--- src/rtl/hdmi_bank_packer_if.sv ---
// ----------------------------------------------------------------------------
// hdmi_bank_packer_if : pixel-stream inputs and Bank write-port outputs
// Revision: 1.0
// ----------------------------------------------------------------------------
`default_nettype none

interface hdmi_bank_packer_if #(
  parameter int ADDRESS_DEPTH    = 512,
  parameter int BLOCK_DATA_WIDTH = 32,
  parameter int BLOCK_COUNT      = 4,
  parameter int PIXEL_WIDTH      = 24
);
  localparam int ADDR_W    = $clog2(ADDRESS_DEPTH);
  localparam int BANDWIDTH = BLOCK_COUNT * BLOCK_DATA_WIDTH;

  logic                   frame_start;
  logic                   line_end;
  logic                   pixel_valid;
  logic [PIXEL_WIDTH-1:0] pixel_data;
  logic [ADDR_W-1:0]      ada;
  logic [BANDWIDTH-1:0]   din;
  logic                   cea;
  logic                   oce;
  logic                   overflow;
  logic [ADDR_W:0]        frame_words;

  modport master (
    output frame_start, line_end, pixel_valid, pixel_data,
    input  ada, din, cea, oce, overflow, frame_words
  );

  modport slave (
    input  frame_start, line_end, pixel_valid, pixel_data,
    output ada, din, cea, oce, overflow, frame_words
  );
endinterface

`default_nettype wire

--- src/rtl/hdmi_bank_packer.sv ---
// ----------------------------------------------------------------------------
// hdmi_bank_packer : packs 24-bit pixels into Bank words with per-frame addressing
// Option macro: HDMI_BANK_PACKER_LINE_FLUSH_EN (flush partial word on line_end)
// Revision: 1.0
// ----------------------------------------------------------------------------
`default_nettype none

module hdmi_bank_packer #(
  parameter int ADDRESS_DEPTH    = 512,
  parameter int BLOCK_DATA_WIDTH = 32,
  parameter int BLOCK_COUNT      = 4,
  parameter int BANDWIDTH        = BLOCK_COUNT * BLOCK_DATA_WIDTH,
  parameter int PIXEL_WIDTH      = 24
) (
  input  logic              clk,
  input  logic              reset_n,
  hdmi_bank_packer_if.slave bus
);
  localparam int ADDR_W = $clog2(ADDRESS_DEPTH);
  localparam int SLOT_W = $clog2(BLOCK_COUNT + 1);

  localparam logic [1:0] S_IDLE   = 2'd0;
  localparam logic [1:0] S_ACTIVE = 2'd1;
  localparam logic [1:0] S_FULL   = 2'd2;

  localparam logic [ADDR_W-1:0] LAST_ADDR  = ADDR_W'(ADDRESS_DEPTH - 1);
  localparam logic [ADDR_W-1:0] ADDR_ONE   = ADDR_W'(1);
  localparam logic [ADDR_W:0]   COUNT_ONE  = (ADDR_W + 1)'(1);
  localparam logic [SLOT_W-1:0] SLOT_LIMIT = SLOT_W'(BLOCK_COUNT);

  logic [1:0]            r_state;
  logic [SLOT_W-1:0]     r_slot;
  logic [BANDWIDTH-1:0]  r_word;
  logic [ADDR_W-1:0]     r_addr;
  logic [ADDR_W:0]       r_count;
  logic [ADDR_W-1:0]     r_ada;
  logic [BANDWIDTH-1:0]  r_din;
  logic                  r_cea;
  logic                  r_overflow;
  logic [ADDR_W:0]       r_frame_words;

  logic [1:0]                 w_state;
  logic [SLOT_W-1:0]          w_slot;
  logic [BANDWIDTH-1:0]       w_word;
  logic [ADDR_W-1:0]          w_addr;
  logic [ADDR_W:0]            w_count;
  logic [BLOCK_DATA_WIDTH-1:0] w_pix_slot;
  logic                       w_take;
  logic [BANDWIDTH-1:0]       w_packed;
  logic [SLOT_W-1:0]          w_slot_next;
  logic                       w_complete;
  logic                       w_flush;
  logic                       w_commit;

  // frame_start restarts the frame context first, so a pixel in that cycle lands in slot 0
  always_comb begin
    w_state = r_state;
    w_slot  = r_slot;
    w_word  = r_word;
    w_addr  = r_addr;
    w_count = r_count;
    if (bus.frame_start) begin
      w_state = S_ACTIVE;
      w_slot  = '0;
      w_word  = '0;
      w_addr  = '0;
      w_count = '0;
    end

    w_pix_slot                  = '0;
    w_pix_slot[PIXEL_WIDTH-1:0] = bus.pixel_data;
    w_take                      = bus.pixel_valid && (w_state != S_IDLE);

    w_packed = w_word;
    for (int s = 0; s < BLOCK_COUNT; s++) begin
      if (w_take && (w_slot == SLOT_W'(s))) begin
        w_packed[s*BLOCK_DATA_WIDTH +: BLOCK_DATA_WIDTH] = w_pix_slot;
      end
    end

    w_slot_next = w_slot + SLOT_W'(w_take);
    w_complete  = (w_slot_next == SLOT_LIMIT);
  end

`ifdef HDMI_BANK_PACKER_LINE_FLUSH_EN
  assign w_flush = bus.line_end && (w_state != S_IDLE) && (w_slot_next != '0);
`else
  logic w_unused_line_end;
  assign w_unused_line_end = bus.line_end;
  assign w_flush           = 1'b0;
`endif

  assign w_commit = w_complete || w_flush;

  always_ff @(posedge clk or negedge reset_n) begin
    if (!reset_n) begin
      r_state       <= S_IDLE;
      r_slot        <= '0;
      r_word        <= '0;
      r_addr        <= '0;
      r_count       <= '0;
      r_ada         <= '0;
      r_din         <= '0;
      r_cea         <= 1'b0;
      r_overflow    <= 1'b0;
      r_frame_words <= '0;
    end else begin
      r_cea   <= 1'b0;
      r_state <= w_state;
      r_addr  <= w_addr;
      r_count <= w_count;

      // r_count already includes any commit issued on the previous edge
      if (bus.frame_start) begin
        r_frame_words <= r_count;
        r_overflow    <= 1'b0;
      end

      if (w_commit) begin
        r_slot <= '0;
        r_word <= '0;
        if (w_state == S_ACTIVE) begin
          r_cea   <= 1'b1;
          r_ada   <= w_addr;
          r_din   <= w_packed;
          r_count <= w_count + COUNT_ONE;
          if (w_addr == LAST_ADDR) begin
            r_state <= S_FULL;
          end else begin
            r_addr <= w_addr + ADDR_ONE;
          end
        end else begin
          r_overflow <= 1'b1;
        end
      end else begin
        r_slot <= w_slot_next;
        r_word <= w_packed;
      end
    end
  end

  assign bus.ada         = r_ada;
  assign bus.din         = r_din;
  assign bus.cea         = r_cea;
  assign bus.oce         = 1'b1;
  assign bus.overflow    = r_overflow;
  assign bus.frame_words = r_frame_words;

endmodule

`default_nettype wire

--- src/flat_wrapper.sv ---
// flat-port wrapper written by rule: the top's interface ports become plain ports
module hdmi_bank_packer_flat 
#(
  parameter int ADDRESS_DEPTH    = 512,
  parameter int BLOCK_DATA_WIDTH = 32,
  parameter int BLOCK_COUNT      = 4,
  parameter int BANDWIDTH        = BLOCK_COUNT * BLOCK_DATA_WIDTH,
  parameter int PIXEL_WIDTH      = 24
)
  (clk, reset_n, bus_frame_start, bus_line_end, bus_pixel_valid, bus_pixel_data, bus_ada, bus_din, bus_cea, bus_oce, bus_overflow, bus_frame_words);
  hdmi_bank_packer_if #(.ADDRESS_DEPTH(ADDRESS_DEPTH), .BLOCK_DATA_WIDTH(BLOCK_DATA_WIDTH), .BLOCK_COUNT(BLOCK_COUNT), .PIXEL_WIDTH(PIXEL_WIDTH)) bus_i ();
  input  logic clk;
  input  logic reset_n;
  input wire logic [$bits(bus_i.frame_start)-1:0] bus_frame_start;
  input wire logic [$bits(bus_i.line_end)-1:0] bus_line_end;
  input wire logic [$bits(bus_i.pixel_valid)-1:0] bus_pixel_valid;
  input wire logic [$bits(bus_i.pixel_data)-1:0] bus_pixel_data;
  output wire logic [$bits(bus_i.ada)-1:0] bus_ada;
  output wire logic [$bits(bus_i.din)-1:0] bus_din;
  output wire logic [$bits(bus_i.cea)-1:0] bus_cea;
  output wire logic [$bits(bus_i.oce)-1:0] bus_oce;
  output wire logic [$bits(bus_i.overflow)-1:0] bus_overflow;
  output wire logic [$bits(bus_i.frame_words)-1:0] bus_frame_words;
  assign bus_i.frame_start = bus_frame_start;
  assign bus_i.line_end = bus_line_end;
  assign bus_i.pixel_valid = bus_pixel_valid;
  assign bus_i.pixel_data = bus_pixel_data;
  assign bus_ada = bus_i.ada;
  assign bus_din = bus_i.din;
  assign bus_cea = bus_i.cea;
  assign bus_oce = bus_i.oce;
  assign bus_overflow = bus_i.overflow;
  assign bus_frame_words = bus_i.frame_words;
  hdmi_bank_packer #(.ADDRESS_DEPTH(ADDRESS_DEPTH), .BLOCK_DATA_WIDTH(BLOCK_DATA_WIDTH), .BLOCK_COUNT(BLOCK_COUNT), .BANDWIDTH(BANDWIDTH), .PIXEL_WIDTH(PIXEL_WIDTH)) u_core (.clk(clk), .reset_n(reset_n), .bus(bus_i));
endmodule
--- config.mk ---
export PLATFORM = sky130hd
export DESIGN_NAME = hdmi_bank_packer_flat
export DESIGN_NICKNAME = d
export VERILOG_FILES = /design/src/rtl/hdmi_bank_packer_if.sv /design/src/rtl/hdmi_bank_packer.sv /design/src/flat_wrapper.sv
export SDC_FILE = /design/constraint.sdc
export NUM_CORES = 1
export LEC_CHECK = 0
export ABC_AREA = 0
export BUFFER_PORTS_ARGS = -buffer_cell sky130_fd_sc_hd__buf_4
export CELL_PAD_IN_SITES_DETAIL_PLACEMENT = 1
export CELL_PAD_IN_SITES_GLOBAL_PLACEMENT = 2
export CORE_UTILIZATION = 37
export DETAILED_ROUTE_END_ITERATION = 10
export PLACE_DENSITY = 0.76
export SYNTH_ARGS = -nofsm -noshare
export SYNTH_HDL_FRONTEND = slang
export SYNTH_SLANG_ARGS = --single-unit
--- constraint.sdc ---
create_clock -name clk -period 3.9 [get_ports clk]
set_input_delay 0.39 -clock clk [delete_from_list [all_inputs] [get_ports clk]]
set_output_delay 0.39 -clock clk [all_outputs]
set_load 0.005 [all_outputs]
==> results of run 1 <==
-- registers in the layout, indices dropped and copies added, names as in the netlist --
register and count:
u_core.bus.ada 9, u_core.bus.cea 1, u_core.bus.din 128, u_core.bus.frame_words 10, u_core.bus.overflow 1, u_core.r_addr 9
u_core.r_count 10, u_core.r_slot 3, u_core.r_state 2, u_core.r_word 128
-- cells in the final DEF, fill, tap and decap left out, drive strengths merged, types with 3 or more instances in the layout --
master    n
nand2    19
o31ai     5
ha        3
nand3     9
and3     18
o21a      3
or2       4
a31oi     3
a22oi    24
and2     17
nor2b    81
mux2     15
bufinv    5
nor2    112
nor4b     3
a21oi     4
a22o     32
dfrtp   301
inv       5
nor3      7
clkinv   10
buf     194
clkbuf   47
nor4      4
xnor2     6
nand2b    3
o21ai   208
mux2i    76
-- final cells by class --
cell class	instances	area [um2]
tap	442	553
clock inverter	16	214
inverter	6	22.5
multi-input combinational	681	4320
sequential	301	7530
timing repair buffer	195	1540
fill	3513	17300
clock buffer	47	1020
-- through the flow --
step | setup slack (ps) | area, um2 | total power [mW]
2_1_floorplan | 939 | 12200 | 3.71
3_3_place_gp | 496 | 14000 | 4.07
3_5_place_dp | 480 | 14000 | 4.09
4_1_cts | 685 | 15200 | 7.62
5_1_grt | 472 | 15200 | 7.82
6_report | 724 | 15200 | 7.50
-- worst max-delay path, cell delays in order (launching register included) --
cell and delay [ps]:
dfrtp_1 450, o31ai_1 320, inv_1 90, ha_1 200, ha_1 310, nor2_2 70
o21ai_4 60, buf_4 680, buf_4 550, o31a_1 190, nor3_1 40
-- synth_stat cells, drive strengths merged (3+ instances only) --
cell | n | area, um2
dfrtp | 301 | 7530
o21ai | 208 | 1050
nor2 | 112 | 425
nor2b | 81 | 514
mux2i | 76 | 761
clkbuf | 52 | 195
a22o | 32 | 280
buf | 30 | 184
a22oi | 24 | 180
nand2 | 19 | 71.3
and3 | 18 | 113
and2 | 17 | 115
mux2 | 15 | 169
nand3 | 9 | 45.0
nor3 | 7 | 35.0
xnor2 | 6 | 52.6
inv | 5 | 18.8
o31ai | 5 | 37.5
a21oi | 4 | 23.8
nor4 | 4 | 25.0
or2 | 4 | 25.0
a31oi | 3 | 18.8
ha | 3 | 37.5
nand2b | 3 | 26.3
nor4b | 3 | 41.3
o21a | 3 | 22.5
-- power groups by stage --
stage	clock network [mW]	registers, mW	logic [mW]
3_5_place_dp	0	3.40	0.695
6_report	3.48	3.34	0.680
3_3_place_gp	0	3.39	0.680
4_1_cts	3.58	3.34	0.699
5_1_grt	3.71	3.36	0.761
2_1_floorplan	0	3.38	0.321
-- path summary, 6_finish.rpt --
| kind | cells after the start | to | startpoint |
|---|---|---|---|
| max | 10 | u_core.r_addr[2] | u_core.r_state[0] |
| min in group asynchronous | 2 | u_core.bus.frame_words[3] | reset_n |
| min reg2reg | 1 | u_core.bus.din[57] | u_core.r_word[57] |
| min | 3 | u_core.r_word[44] | bus_pixel_data[12] |
| max reg2reg | 10 | u_core.r_addr[2] | u_core.r_state[0] |
| max in group asynchronous | 3 | u_core.bus.din[77] | reset_n |
-- repair_timing --
item / 4_1_cts / 5_1_grt
setup buffers: 0 / 0
hold buffers: 1 / 0
endpoints found under the hold margin: 87 / 0
-- cells by family (layout without fill, tap and decap cells) --
logic type / after synthesis / count (layout) / synth area share, %
flops: 301 / 301 / 61.6
simple gates: 290 / 290 / 12.6
compound gates: 289 / 289 / 13.9
mux: 91 / 91 / 7.61
buf+inv: 88 / 264 / 3.29
xor+xnor: 7 / 7 / 0.563
fa+ha+maj: 3 / 3 / 0.307
other cells: 1 / 1 / 0.0307
-- routing by layer --
metal  share of wire, %  global-route usage (%)  vias up  wire length [um]
met1                 45                    27.1     4557             14800
li1                   -                       -     4028                 -
met4                2.0                    5.13        2               660
met2                 48                    33.3      183             15700
met5              0.051                       0        -                17
met3                5.6                    4.42       46              1860
==> reports/metrics.csv, run 1 <==
metric;value;unit
status;finished clean;
syn-instance-count;1070;
n_antenna_cell;0;
hold_path_class;in2reg;
cts_resized;0;
tightest_slew;1010;ps
io_buffers;176;
worstPathRequired;4230;ps
finish.utilization;46.7;%
fin_skew;15.9;ps
grt-ovfl-total;0;
relSlewSlack;32.4;%
insertion_delay;510;ps
drc_errors;0;
switching_share;24.0;%
dp_cells;1624;
fin_nets;1252;
synth_edf_count;0;
hold_ws;184;ps
synth-seq-cells;301;
grt_pass1_vias;9507;
globalplace.congestion;0.754;
drtIter0Drc;532;
grt_pass1_wl;53.8;mm
internal-power;5.70;mW
fmax;315;MHz
worstPathArrival;3510;ps
finalCritPeriodShare;81.4;%
worstSetupEndpointType;flip-flop;
power_density;494;mW/mm2
setup_viol;0;
die_h;184;um
power.switching;1.80;mW
rsz0062_at_grt;false;
pin_count;179;
fin_setup_tns;0;ps
async_flop_share;100;%
antenna_found_initial;1;
min_period;3180;ps
die_x;184;um
cp-start-kind;flip-flop;
cts_tree;yes;
seqPwrFrac;44.6;%
path_class;reg2reg;
cts_buffer_depth;3;
ys_warn_count;0;
drv_slew;0;
via_count;8816;
routedWlPerCell;19.6;um
maxCapViolations;0;
cts.sinks;301;
start_util;37.6;%
yosysSeqAreaShare;61.6;%
antenna_left;0;
synth_flop_cell;dfrtp_1;
syn_avg_cell_area;11.4;um2
first_pass_iters;5;
die_area;0.0338;mm2
cts-buffers-inserted;35;
drive_gt1_share;23.4;%
wl;33.0;mm
area_delta_synth_final;24.4;%
reg2reg_setup_slack;720;ps
combPwrFrac;9.1;%
cts_max_level;2;
hold_viol;0;
leakagePower;7.87;nW
worst-path-max-fanout;75;
fin_cells;1688;
grt_max_degree;98;
clkTransAtPathRegs;60;ps
dp.final_hpwl;19.5;mm
vias_per_cell;5.22;
core_area;0.0325;mm2
syn_nets;1102;
clkPwrFrac;46.4;%
row_count;66;
netlist_area;0.0122;mm2
gr-usage-all-layers;20.3;%
yosysUniqueCellTypes;58;
vdd_drop_max;0.312;mV
clockRootBuffer;clkbuf_16;
No activity file was read; power rests on OpenSTA's default activity.
==> run 2, diff against run 1 <==
==> constraint.sdc (replaced) <==
create_clock -name clk -period 3.2 [get_ports clk]
set_input_delay 0.32 -clock clk [delete_from_list [all_inputs] [get_ports clk]]
set_output_delay 0.32 -clock clk [all_outputs]
set_load 0.005 [all_outputs]
==> run 2 against run 1 <==
  * Clock power up 15%
  * First-iteration DRC count down 16%
  * Sequential power up 22%
  * Count of clock-buffer cells in the layout up 2
  * Flip-flop and latch count unchanged
  * Clock skew up 6.1 ps
  * Hold slack worse by 80 ps
  * Worst setup slack worse by 330 ps
  * Final cell count up 0.83%
  * Largest power group is now registers
  * Highest routed layer is now met4
==> reports/metrics.csv, run 2 (synthesized netlist as in run 1, its figures left out) <==
metric;value;unit
vdd_drop_max;0.320;mV
leakagePower;7.91;nW
power_density;583;mW/mm2
wl;32.8;mm
fin_skew;22.1;ps
setup_slack;397;ps
path_class;reg2reg;
dp.final_hpwl;19.9;mm
dp_slack;300;ps
core_area;0.0325;mm2
cts_max_level;2;
grt-ovfl-total;0;
worstPathArrival;3230;ps
clkTransAtPathRegs;60;ps
row_count;66;
critPathTopFamily;buffers and inverters;
mostFrequentLayoutCell;dfrtp_1;
fmax;357;MHz
hold_ws;104;ps
finalCritPeriodShare;87.6;%
globalplace.congestion;0.737;
die_h;184;um
finish.utilization;46.9;%
die_area;0.0338;mm2
cts_resized;0;
worstPathRequired;3630;ps
start_util;37.6;%
clockRootBuffer;clkbuf_16;
tightest_slew;972;ps
drv_slew;0;
rsz0062_at_grt;false;
via_count;8836;
n_antenna_cell;0;
cts.sinks;301;
gr-usage-all-layers;20.1;%
area_delta_synth_final;25.0;%
antenna_found_initial;0;
cp-start-kind;flip-flop;
worst-path-max-fanout;37;
cts-buffers-inserted;35;
drc_errors;0;
status;finished clean;
hold_path_class;in2reg;
grt_max_degree;118;
io_buffers;176;
drive_gt1_share;24.0;%
cts_buffer_depth;3;
min_period;2800;ps
first_pass_iters;5;
cp_num_buf_inv;3;
worstSetupEndpointType;flip-flop;
critPathMostFrequentCell;ha_1;
layout_common_cells;301 x dfrtp_1, 198 x buf_4, 173 x o21ai_0;
relSlewSlack;35.1;%
die_x;184;um
vias_per_cell;5.19;
max_stage_delay;460;ps
grt_pass1_vias;9531;
hold_viol;0;
setup_viol;0;
insertion_delay;520;ps
fin_nets;1266;
cts_tree;yes;
crit_slowest_cell;xnor2_1;
routedWlPerCell;19.3;um
pin_count;179;
drtIter0Drc;448;
antenna_left;0;
maxCapViolations;0;
grt_pass1_wl;53.6;mm
fin_setup_tns;0;ps
crit_chain;o31ai_1 > inv_1 > ha_1 > ha_1 > xnor2_1 > nand2b_4 > buf_12 > buf_4 > o21ai_0;
## run 2: changes by cell type in the layout (fill, tap and decap cells not counted)
cell	delta
buf_12	+4
buf_4	+10
clkinv_2	-1
inv_6	+3
clkbuf_16	-2
clkbuf_1	+4
bufinv_16	-2
clkinvlp_4	-2
## run 2: final timing paths
check                                   start                         to  slack [ps]  depth (start not counted)
hold / removal             bus_pixel_data[17]          u_core.r_word[49]         100                          3
setup / recovery            u_core.r_state[0]        u_core.bus.din[109]         400                          9
hold reg to reg             u_core.r_word[25]         u_core.bus.din[25]         480                          1
max in group asynchronous             reset_n          u_core.r_word[18]        2010                          3
min in group asynchronous             reset_n  u_core.bus.frame_words[4]         290                          2
setup reg to reg            u_core.r_state[0]        u_core.bus.din[109]         400                          9
## run 2: timing repair
action | 4_1_cts | 5_1_grt
endpoints found under the hold margin | 35 | 0
setup buffers | 0 | 0
hold buffers | 1 | 0
## run 2: where the power goes
part / internal (mW) / switching (mW)
clock network: 2.41 / 1.59
registers: 3.99 / 0.0880
logic: 0.317 / 0.516
total: 6.72 / 2.19
## run 2: metrics by stage
step / power (mW) / cell area [um2] / instances
2_1_floorplan: 4.52 / 12200 / 1070
3_3_place_gp: 4.98 / 14100 / 1638
3_5_place_dp: 5.00 / 14100 / 1638
4_1_cts: 9.05 / 15300 / 1702
5_1_grt: 9.30 / 15300 / 1702
6_report: 8.91 / 15300 / 1702
## run 2: per-layer routing
metal	share of wire [%]	track usage [%]	up-vias
li1	-	-	4049
met1	46	27.4	4592
met2	47	32.0	157
met3	5.8	5.55	38
met4	1.6	4.47	0
met5	0	0	-
## run 2: tightest hold or removal path, cell delays in order
cell     delay (ps)
buf_4           100
mux2i_1          80
nor2_1           80
## run 2: layout make-up
type | instances | area [um2]
clock buffer | 49 | 988
sequential | 301 | 7530
tap | 442 | 553
inverter | 6 | 22.5
timing repair buffer | 209 | 1690
multi-input combinational | 681 | 4320
clock inverter | 14 | 160
fill | 3541 | 17300
==> run 3, diff against run 2 <==
--- a/config.mk
+++ b/config.mk
@@ -6,12 +6,12 @@
 export NUM_CORES = 1
 export LEC_CHECK = 0
 export ABC_AREA = 0
-export BUFFER_PORTS_ARGS = -buffer_cell sky130_fd_sc_hd__buf_4
 export CELL_PAD_IN_SITES_DETAIL_PLACEMENT = 1
 export CELL_PAD_IN_SITES_GLOBAL_PLACEMENT = 2
-export CORE_UTILIZATION = 37
+export CORE_UTILIZATION = 42
 export DETAILED_ROUTE_END_ITERATION = 10
-export PLACE_DENSITY = 0.76
+export DONT_BUFFER_PORTS = 1
+export PLACE_DENSITY = 0.77
 export SYNTH_ARGS = -nofsm -noshare
 export SYNTH_HDL_FRONTEND = slang
 export SYNTH_SLANG_ARGS = --single-unit
==> run 3 against run 2 <==
  * The flow now finishes with violations (negative hold slack)
  * Die area decreased by 12%
  * Sequential share of layout area up 4.7 points
  * Utilization is 1.8 points higher
  * Largest cell class unchanged
  * Largest power group unchanged
==> reports/metrics.csv, run 3 (synthesized netlist as in run 1, its figures left out) <==
metric;value;unit
setup_viol;0;
grt_max_degree;302;
relSlewSlack;31.0;%
max_stage_delay;580;ps
fin_nets;1107;
hold_viol;301;
critPathTopFamily;XOR/XNOR gates;
insertion_delay;500;ps
vias_per_cell;5.58;
die_x;173;um
clockRootBuffer;clkbuf_16;
antenna_found_initial;0;
routedWlPerCell;21.4;um
seqPwrFrac;49.1;%
multiInputGateArea;0.00432;mm2
globalplace.congestion;0.749;
internal-power;6.41;mW
cts_resized;0;
grt_pass1_wl;51.9;mm
maxCapViolations;0;
cts.sinks;301;
power.switching;1.95;mW
worstPathRequired;3570;ps
hold_buffers;23;
vdd_drop_max;0.327;mV
crit_chain;o31ai_1 > inv_1 > ha_1 > ha_1 > xor2_4 > buf_4 > nor3_1 > xnor2_1;
core_area;0.0286;mm2
area_delta_synth_final;14.2;%
die_h;173;um
gr-usage-all-layers;21.8;%
clkTransAtPathRegs;50;ps
cp-start-kind;flip-flop;
layout_common_cells;301 x dfrtp_1, 173 x o21ai_0, 110 x nor2_1;
power_density;599;mW/mm2
path_class;reg2reg;
finalCritPeriodShare;87.4;%
min_period;2800;ps
io_buffers;0;
grt_pass1_vias;8747;
grt-ovfl-total;0;
start_util;42.7;%
fin_setup_tns;0;ps
die_area;0.0298;mm2
fmax;358;MHz
combPwrFrac;6.6;%
worstPathArrival;3160;ps
leakagePower;6.99;nW
cts_max_level;2;
critPathMostFrequentCell;ha_1;
drive_gt1_share;10.2;%
worst-path-max-fanout;34;
cts_buffer_depth;3;
cts_tree;yes;
clkPwrFrac;44.3;%
rsz0062_at_grt;false;
wl;31.7;mm
cp_num_buf_inv;2;
drtIter0Drc;549;
switching_share;23.3;%
drc_errors;0;
fin_skew;15.6;ps
first_pass_iters;4;
via_count;8261;
hold_ws;-470;ps
finish.utilization;48.7;%
hold_path_class;in2async;
row_count;62;
worstSetupEndpointType;flip-flop;
dp.final_hpwl;18.1;mm
mostFrequentLayoutCell;dfrtp_1;
cts-buffers-inserted;34;
drv_slew;0;
tightest_slew;1040;ps
status;finished with violations;
pin_count;179;
antenna_left;0;
fillerInstances;3001;
ff_latch_area;0.00753;mm2
violations;negative hold slack;
crit_slowest_cell;xor2_4;
cts_setup_buffers;0;
[run 3: changes by cell type in the layout (fill, tap and decap cells not counted), moves of 2 or more]
cell | before | now
dlygate4sd3_1 | 1 | 23
buf_4 | 198 | 20
clkbuf_16 | 35 | 37
clkbuf_1 | 8 | 11
inv_6 | 3 | 0
bufinv_16 | 3 | 1
clkinv_2 | 7 | 5
clkbuf_8 | 6 | 2
[run 3: final timing paths]
kind / from / to / slack (ps) / depth (start not counted)
max in group asynchronous: reset_n / u_core.r_word[97] / 3060 / 0
worst max register to register: u_core.r_state[0] / u_core.r_addr[0] / 400 / 8
worst max-delay path: u_core.r_state[0] / u_core.r_addr[0] / 400 / 8
worst min-delay path: reset_n / u_core.bus.frame_words[4] / -470 / 0
min in group clk: bus_pixel_data[2] / u_core.r_word[66] / 10 / 2
worst min register to register: u_core.r_word[30] / u_core.bus.din[30] / 480 / 1
[run 3: power by group through the flow]
| stage | logic, mW | clock network, mW | registers (mW) |
|---|---|---|---|
| floorplan | 0.392 | 0 | 4.13 |
| global placement | 0.508 | 0 | 4.17 |
| detailed placement | 0.523 | 0 | 4.17 |
| CTS | 0.563 | 3.81 | 4.11 |
| global route | 0.625 | 3.93 | 4.12 |
| finish | 0.554 | 3.70 | 4.10 |
[run 3: layout make-up]
cell class	count	area share [%]
Sequential cell	301	54.0
Multi-Input combinational cell	681	31.0
Clock buffer	50	7.13
Timing Repair Buffer	51	3.87
Tap cell	384	3.44
Clock inverter	6	0.395
Inverter	6	0.161
Antenna cell	1	0.0179
[run 3: routing by layer]
metal | track usage (%) | wire length, um | vias up
met5 | 0 | 0 | -
met4 | 5.21 | 568 | 0
met3 | 7.08 | 2360 | 44
met2 | 33.7 | 14400 | 177
met1 | 29.8 | 14400 | 4306
li1 | - | - | 3734
[run 3: through the flow]
stage	setup slack (ps)	instance area, um2	instances	power [mW]	hold WS, ps
finish	403	14000	1480	8.35	-470
global placement	395	12700	1400	4.68	33.8
floorplan	309	12200	1070	4.52	24.4
global route	153	13900	1479	8.68	-496
CTS	370	13900	1479	8.48	-497
detailed placement	411	12700	1400	4.69	32.9
